## config.mk

```make
export PLATFORM = sky130hd
export DESIGN_NAME = nibble_serial_adder_flat
export DESIGN_NICKNAME = d
export VERILOG_FILES = /design/src/rtl/nibble_serial_adder_if.sv /design/src/rtl/nibble_serial_adder.sv /design/src/flat_wrapper.sv
export SDC_FILE = /design/constraint.sdc
export NUM_CORES = 1
export LEC_CHECK = 0
export CAP_MARGIN = 10
export CELL_PAD_IN_SITES_DETAIL_PLACEMENT = 0
export CELL_PAD_IN_SITES_GLOBAL_PLACEMENT = 1
export CORE_UTILIZATION = 39
export CTS_CLUSTER_SIZE = 20
export DETAILED_ROUTE_END_ITERATION = 10
export GPL_TIMING_DRIVEN = 0
export PLACE_DENSITY_LB_ADDON = 0.12
export RECOVER_POWER = 25
export SETUP_SLACK_MARGIN = 0.2
export SLEW_MARGIN = 30
export SYNTH_ARGS = -nofsm -noshare
export SYNTH_HDL_FRONTEND = slang
export SYNTH_SLANG_ARGS = --single-unit
```

## constraint.sdc

```tcl
create_clock -name clk -period 2.5 [get_ports clk]
set_input_delay 0.25 -clock clk [delete_from_list [all_inputs] [get_ports clk]]
set_output_delay 0.25 -clock clk [all_outputs]
set_load 0.05 [all_outputs]
```

## src/rtl/nibble_serial_adder_if.sv

```systemverilog
// nibble_serial_adder_if: operand request / result bus between source, adder controller and consumer
interface nibble_serial_adder_if #(
    parameter int WIDTH = 16
);
    logic             start;
    logic [WIDTH-1:0] op_a;
    logic [WIDTH-1:0] op_b;
    logic             cin;
    logic             busy;
    logic             done;
    logic [WIDTH-1:0] result;
    logic             cout;

    modport master (
        output start, op_a, op_b, cin,
        input  busy, done, result, cout
    );

    modport slave (
        input  start, op_a, op_b, cin,
        output busy, done, result, cout
    );
endinterface

```

## src/rtl/nibble_serial_adder.sv

```systemverilog
// nibble_serial_adder: multi-cycle WIDTH-bit adder driving an external 4-bit adder slice, LSB nibble first
module nibble_serial_adder #(
    parameter int WIDTH   = 16,
    parameter int NIBBLES = WIDTH / 4
) (
    input  logic                  clk,
    input  logic                  rst_n,
    nibble_serial_adder_if.slave  bus,
    output logic [3:0]            add_a,
    output logic [3:0]            add_b,
    output logic                  add_cin,
    input  logic [3:0]            add_sum,
    input  logic                  add_cout
);
    localparam int IW = (NIBBLES > 1) ? $clog2(NIBBLES) : 1;
    localparam logic [IW-1:0] LAST = IW'(NIBBLES - 1);

    localparam logic [1:0] IDLE = 2'd0;
    localparam logic [1:0] RUN  = 2'd1;
    localparam logic [1:0] DONE = 2'd2;

    logic [1:0]       state;
    logic [IW-1:0]    idx;
    logic [WIDTH-1:0] a_q;
    logic [WIDTH-1:0] b_q;
    logic             carry;
    logic [WIDTH-1:0] result_q;
    logic             cout_q;

    assign bus.busy   = state != IDLE;
    assign bus.done   = state == DONE;
    assign bus.result = result_q;
    assign bus.cout   = cout_q;

    // Present the current nibble pair and the carry to the slice only while running
    always_comb begin
        add_a   = (state == RUN) ? a_q[4*idx +: 4] : 4'h0;
        add_b   = (state == RUN) ? b_q[4*idx +: 4] : 4'h0;
        add_cin = (state == RUN) ? carry : 1'b0;
    end

    // Accept a request, ripple one nibble per clock through the carry register, then pulse done
    always_ff @(posedge clk or negedge rst_n) begin
        if (!rst_n) begin
            state    <= IDLE;
            idx      <= '0;
            a_q      <= '0;
            b_q      <= '0;
            carry    <= 1'b0;
            result_q <= '0;
            cout_q   <= 1'b0;
        end else if (state == IDLE) begin
            if (bus.start) begin
                state    <= RUN;
                a_q      <= bus.op_a;
                b_q      <= bus.op_b;
                carry    <= bus.cin;
                idx      <= '0;
                result_q <= '0;
            end
        end else if (state == RUN) begin
            result_q[4*idx +: 4] <= add_sum;
            carry                <= add_cout;
            idx                  <= idx + IW'(1);
            if (idx == LAST) begin
                cout_q <= add_cout;
                state  <= DONE;
            end
        end else begin
            state <= IDLE;
        end
    end
endmodule

```

## src/flat_wrapper.sv

```systemverilog
// flat-port wrapper written by rule: the top's interface ports become plain ports
module nibble_serial_adder_flat 
#(
    parameter int WIDTH   = 16,
    parameter int NIBBLES = WIDTH / 4
)
  (clk, rst_n, add_a, add_b, add_cin, add_sum, add_cout, bus_start, bus_op_a, bus_op_b, bus_cin, bus_busy, bus_done, bus_result, bus_cout);
  nibble_serial_adder_if #(.WIDTH(WIDTH)) bus_i ();
  input  logic clk;
  input  logic rst_n;
  output logic [3:0] add_a;
  output logic [3:0] add_b;
  output logic add_cin;
  input  logic [3:0] add_sum;
  input  logic add_cout;
  input wire logic [$bits(bus_i.start)-1:0] bus_start;
  input wire logic [$bits(bus_i.op_a)-1:0] bus_op_a;
  input wire logic [$bits(bus_i.op_b)-1:0] bus_op_b;
  input wire logic [$bits(bus_i.cin)-1:0] bus_cin;
  output wire logic [$bits(bus_i.busy)-1:0] bus_busy;
  output wire logic [$bits(bus_i.done)-1:0] bus_done;
  output wire logic [$bits(bus_i.result)-1:0] bus_result;
  output wire logic [$bits(bus_i.cout)-1:0] bus_cout;
  assign bus_i.start = bus_start;
  assign bus_i.op_a = bus_op_a;
  assign bus_i.op_b = bus_op_b;
  assign bus_i.cin = bus_cin;
  assign bus_busy = bus_i.busy;
  assign bus_done = bus_i.done;
  assign bus_result = bus_i.result;
  assign bus_cout = bus_i.cout;
  nibble_serial_adder #(.WIDTH(WIDTH), .NIBBLES(NIBBLES)) u_core (.clk(clk), .rst_n(rst_n), .bus(bus_i), .add_a(add_a), .add_b(add_b), .add_cin(add_cin), .add_sum(add_sum), .add_cout(add_cout));
endmodule
```

==> results.yml, run 1 <==
worst_setup_path:
  critPathMaxFanout: 10
  crit_buf_inv: 3
  crit_chain: "buf_4 > nor2_1 > inv_1 > clkdlybuf4s50_1"
  slowest_delay_ns: 0.70
  path_delay_family: "buffers and inverters"
  critPathSlowestCell: "clkdlybuf4s50_1"
  critPathKind: "reg -> out"
  required_ns: 2.25
  end_kind: "output pin"
  cp-start-kind: "register"
  arrival_ns: 2.01
clocking:
  cts.sinks: 54
  insertion_delay_ns: 0.31
  clk_pin_slew_ns: 0.09
  cts-root-buf: "clkbuf_8"
  cts_tree: "built"
  cts_max_path_buffers: 2
  cts_inserted_buffers: 5
  cts_max_level: 2
flow_run:
  max_cap_viol_count: 0
layout:
  multi_input_area_um2: 1210
  area_growth_pct: 37.3
  fillCellCount: 569
  final_core_util_pct: 56.2
  seqCellArea_um2: 1350
  antenna_cells: 0
  drive_gt1_share_pct: 33.1
  final_nets: 324
drt:
  ant_nets: 0
  firstDrtPassIters: 7
  vias: 1823
  wl_per_cell_um: 15.5
  wl_um: 5520
  drtIter0Drc: 65
  viasPerCell: 5.14
  drc: 4
power_and_ir_drop:
  switching_share_pct: 41.3
  p_sw_mw: 1.95
  power_density_nw_per_um2: 1300
  p_leak_nw: 1.51
  internal_power_mw: 2.76
  clkPwrFrac_pct: 14.7
  combPwrFrac_pct: 55.3
  power_mw: 4.71
  power_frac_seq_pct: 30.0
  ir_drop_mv: 0.635
synth:
  synth-async-reset-ratio_pct: 100
  synth_cells: 198
  yosysSeqAreaShare_pct: 51.4
  synth_top_cell_by_area: "dfrtp_1"
  synth_area_leaders: "dfrtp_1 (51%), mux2_2 (20%), mux4_2 (6.9%)"
  syn-num-nets: 245
  synth_top_area_share_pct: 51.4
  yosys_register_bits: 54
  synth_edf_count: 0
  ys.flop_type: "dfrtp_1"
  ys_types: 30
  ys.warnings.count: 0
  synth_area_um2: 2630
  syn_avg_cell_area_um2: 13.3
sta:
  fin_hold_ws_ns: 0.500
  slew_viol_final: 0
  skew_ns: 0.00864
  fin_ws_ns: 0.243
  rsz0062_at_grt: "true"
  hold_viol_final: 0
  fin_crit_sh_pct: 90.3
  tightestPinTransition_ns: 1.25
  period_minus_slack_ns: 2.26
  finalSetupViolations: 0
  maxSlewHeadroom_pct: 16.9
  max_freq_mhz: 443
floorplan:
  dieArea_um2: 7070
  die_h_um: 84.1
  start_util_pct: 40.9
  dieWidth_um: 84.1
  rows: 29
  design.core.area_um2: 6420
  io_pins: 69
placement:
  portBuffers: 68
  place_congestion: 0.754
  hpwl_um: 4060
  place_worst_setup_slack_ns: -0.0919
grt:
  grt_usage_pct: 17.0
  antenna_found_initial: 0
  grt_max_degree: 35
  grt_first_pass_wirelength_um: 9410
  grt-ovfl-total: 0
  grt_pass1_vias: 1827
status:
  violations: "DRC"
  status: "complete, but fails checks"
min_path:
  hold_class: "reg -> reg"
-- registers in the layout, indices dropped and copies added (netlist names) --
| signal | cells |
|---|---|
| u_core.state | 2 |
| u_core.bus.cout | 1 |
| u_core.a_q | 16 |
| u_core.b_q | 16 |
| u_core.bus.result | 16 |
| u_core.idx | 2 |
| u_core.carry | 1 |
-- path summary, 6_finish.rpt --
path	from	endpoint	slack, ns	depth (start not counted)
worst max-delay path	u_core.state[0]	bus_busy	0.24	4
worst min-delay path	u_core.b_q[10]	u_core.b_q[10]	0.50	1
worst max register to register	u_core.idx[0]	u_core.bus.result[10]	0.37	7
worst min register to register	u_core.b_q[10]	u_core.b_q[10]	0.50	1
max in group asynchronous	rst_n	u_core.a_q[0]	1.00	3
min in group asynchronous	rst_n	u_core.a_q[5]	0.72	2
-- cell type report --
class,count,share of cell area (%)
clock buffers,5,1.91
repair buffers,72,19.7
inverters,3,0.312
multi-input cells,130,33.7
well taps,77,2.67
clock inverters,3,1.91
flip-flops and latches,54,37.4
plain buffers,11,2.36
-- what timing repair did --
item                                    CTS  global route
endpoints found under the setup margin   18            22
hold buffers                              1             0
pin swaps                                 0             0
resized for setup                        36             9
setup buffers                             0             2
hold endpoints to repair                 20             0
-- metrics by stage --
stage | setup TNS (ns) | instances | area (µm²)
after floorplan | 0 | 198 | 2630
after global placement | -30.04 | 343 | 3410
after detailed placement | -0.484 | 344 | 3420
after CTS | 0 | 353 | 3570
after global routing | 0 | 355 | 3610
final | 0 | 355 | 3610
-- layout by cell type, fill, tap and decap left out, types with 2 or more instances in the layout --
master            n
clkdlybuf4s50_1  58
dfrtp_1          54
mux2_2           46
nand2_1          17
and2_1           10
buf_4             8
mux4_2            8
nor3_1            8
nor4_1            6
ha_1              6
clkdlybuf4s15_2   6
clkbuf_8          5
buf_2             4
nand3_1           4
nand2b_1          3
a21oi_1           3
mux2_1            3
buf_6             2
inv_1             2
o21bai_1          2
a21oi_2           2
bufinv_16         2
-- cells in the mapped netlist, drive strengths merged (2+ instances only) --
cell and count:
clkbuf 3, mux2 49, nor3 8, nand3 4
nor4 8, a21oi 5, dfrtp 54, mux4 8
inv 3, nand2 17, buf 8, ha 6
o21bai 2, and2 10, nand2b 3
-- per-layer routing --
metal / vias up / track usage, % / part of all wire (%)
met4: 0 / 4.55 / 0.82
li1: 867 / - / -
met5: - / 0 / 0
met1: 901 / 25.2 / 49
met3: 4 / 3.36 / 4.3
met2: 51 / 25.4 / 45
-- power by group through the flow --
stage | combinational (mW) | clock (mW) | sequential, mW
3_5_place_dp | 2.60 | 0 | 1.43
4_1_cts | 2.56 | 0.712 | 1.42
3_3_place_gp | 2.57 | 0 | 1.42
2_1_floorplan | 1.76 | 0 | 1.54
5_1_grt | 2.79 | 0.743 | 1.46
6_report | 2.60 | 0.693 | 1.41
-- worst register-to-register path, delay by kind of cell (launching register included) --
kind | cells | cell delay [ns]
AOI/OAI and AO/OA | 1 | 0.36
adders and majority gates | 1 | 0.28
buffers and inverters | 3 | 0.50
DFF | 1 | 0.43
muxes | 1 | 0.39
and+or+nand+nor | 1 | 0.07
-- cells by family after synthesis --
logic type | after synthesis | synth area share, %
fa+ha+maj | 6 | 2.86
simple gates | 57 | 12.0
compound gates | 10 | 2.67
mux | 57 | 27.8
buf+inv | 14 | 3.19
flops | 54 | 51.4
(Power assumes the default switching activity.)
==> inputs of run 2 (changes only) <==
==> constraint.sdc (replaced) <==
create_clock -name clk -period 2.4 [get_ports clk]
set_input_delay 0.24 -clock clk [delete_from_list [all_inputs] [get_ports clk]]
set_output_delay 0.24 -clock clk [all_outputs]
set_load 0.05 [all_outputs]
==> run 2 against run 1 <==
The run still ends with DRC left. Core utilization is 0.70 points lower. Setup slack better by 0.026 ns. Sequential share of layout area is 0.47 points higher.
==> results.yml, run 2 (synthesis results as in run 1) <==
worst_setup_path:
  r2r_end: "u_core.bus.result[12]"
  r2r-start: "u_core.idx[1]"
  r2r_cells: 6
  end_kind: "output pin"
  rrSetupSlack_ns: 0.33
  critPathMaxFanout: 10
  critPathKind: "reg -> out"
  arrival_ns: 1.89
  cp-start-kind: "register"
  required_ns: 2.16
grt:
  grt_usage_pct: 17.0
  grt_pass1_vias: 1832
  grt-ovfl-total: 0
  grt_max_degree: 35
  antenna_found_initial: 0
  grt_first_pass_wirelength_um: 9420
clocking:
  clk_pin_slew_ns: 0.09
  cts_max_path_buffers: 2
  insertion_delay_ns: 0.31
  cts_inserted_buffers: 5
  cts.sinks: 54
  cts_tree: "built"
  cts-root-buf: "clkbuf_8"
  cts_max_level: 2
status:
  status: "complete, but fails checks"
  violations: "DRC"
sta:
  fin_crit_sh_pct: 88.8
  max_freq_mhz: 469
  period_minus_slack_ns: 2.13
  tightestPinTransition_ns: 1.26
  skew_ns: 0.00878
  hold_viol_final: 0
  fin_ws_ns: 0.269
  maxSlewHeadroom_pct: 15.7
  slew_viol_final: 0
  fin_hold_ws_ns: 0.500
  finalSetupViolations: 0
  rsz0062_at_grt: "false"
floorplan:
  dieArea_um2: 7070
  rows: 29
  io_pins: 69
  start_util_pct: 40.9
  design.core.area_um2: 6420
  die_h_um: 84.1
  dieWidth_um: 84.1
layout:
  final_core_util_pct: 55.5
  final_common_cell: "clkdlybuf4s50_1"
  drive_gt1_share_pct: 33.2
  area_growth_pct: 35.6
  fillCellCount: 573
  final_nets: 323
  antenna_cells: 0
  final_cell_mix: "clkdlybuf4s50_1 (57), dfrtp_1 (54), mux2_2 (46)"
drt:
  drtIter0Drc: 76
  viasPerCell: 5.16
  wl_um: 5570
  wl_per_cell_um: 15.7
  firstDrtPassIters: 7
  ant_nets: 0
  vias: 1828
  drc: 4
min_path:
  hold_class: "reg -> reg"
  worstHoldEndpoint: "u_core.b_q[10]"
  worstHoldStart: "u_core.b_q[10]"
  hold_depth: 1
placement:
  portBuffers: 68
  place_congestion: 0.754
  hpwl_um: 4060
  place_worst_setup_slack_ns: -0.182
flow_run:
  max_cap_viol_count: 0
power_and_ir_drop:
  power_mw: 4.85
  p_leak_nw: 1.51
  power_density_nw_per_um2: 1360
  ir_drop_mv: 0.631
==> run 2: cell count changes in the layout (fill, tap and decap cells not counted) <==
cell             delta
buf_2               +5
nor4_2              +1
nor4_4              -1
a21oi_2             +1
buf_8               +1
clkdlybuf4s15_2     -6
clkdlybuf4s50_1     -1
a21oi_1             -1
buf_6               -1
dlygate4sd2_1       +1
==> run 2: per-layer routing <==
metal  up-vias  wire length [µm]  track usage (%)
met1       898              2720             25.2
met5         -                 0                0
met4         0                46             4.55
met2        61              2530             25.5
li1        865                 -                -
met3         4               273             3.36
==> run 2: worst max path at each step <==
stage                     cells past startpoint            start  slack, ns               endpoint
after floorplan                               7    u_core.idx[0]       0.49  u_core.bus.result[12]
after global placement                        1            rst_n      -0.64         u_core.b_q[15]
after detailed placement                      5  u_core.state[0]      -0.18               add_a[0]
after CTS                                     5  u_core.state[0]       0.20               add_a[3]
after global routing                          6    u_core.idx[1]       0.21  u_core.bus.result[12]
final                                         3  u_core.state[1]       0.27               bus_done
==> run 2: worst max-delay path, cell delays in order (launching register included) <==
cell	delay, ns
dfrtp_1	0.41
buf_4	0.21
nor2b_1	0.16
clkdlybuf4s50_1	0.81
==> run 2: metrics by stage <==
step	TNS (ns)	instances	cell area, µm²
2_1_floorplan	0	198	2630
5_1_grt	0	354	3560
3_3_place_gp	-35.76	343	3410
3_5_place_dp	-1.54	344	3420
6_report	0	354	3560
4_1_cts	0	354	3580
==> run 2: timing repair <==
action	in CTS	in global routing
setup endpoints to repair	21	20
hold buffers	1	0
hold endpoints to repair	20	0
cloned	0	0
gates resized for setup	40	20
buffers inserted	1	0
==> run 2: area by class of cell <==
type | count | area (µm²) | share of cell area, %
inverter | 3 | 11.3 | 0.316
timing repair buffer | 71 | 668 | 18.7
buffer | 11 | 88.8 | 2.49
sequential | 54 | 1350 | 37.9
clock buffer | 5 | 68.8 | 1.93
clock inverter | 3 | 68.8 | 1.93
multi-input combinational | 130 | 1210 | 34.0
tap | 77 | 96.3 | 2.70
==> run 2: power breakdown <==
part	leakage [nW]	internal (mW)	switching (mW)
combinational	0.766	1.13	1.52
clock	0.0683	0.418	0.309
sequential	0.671	1.27	0.193
total	1.51	2.82	2.02
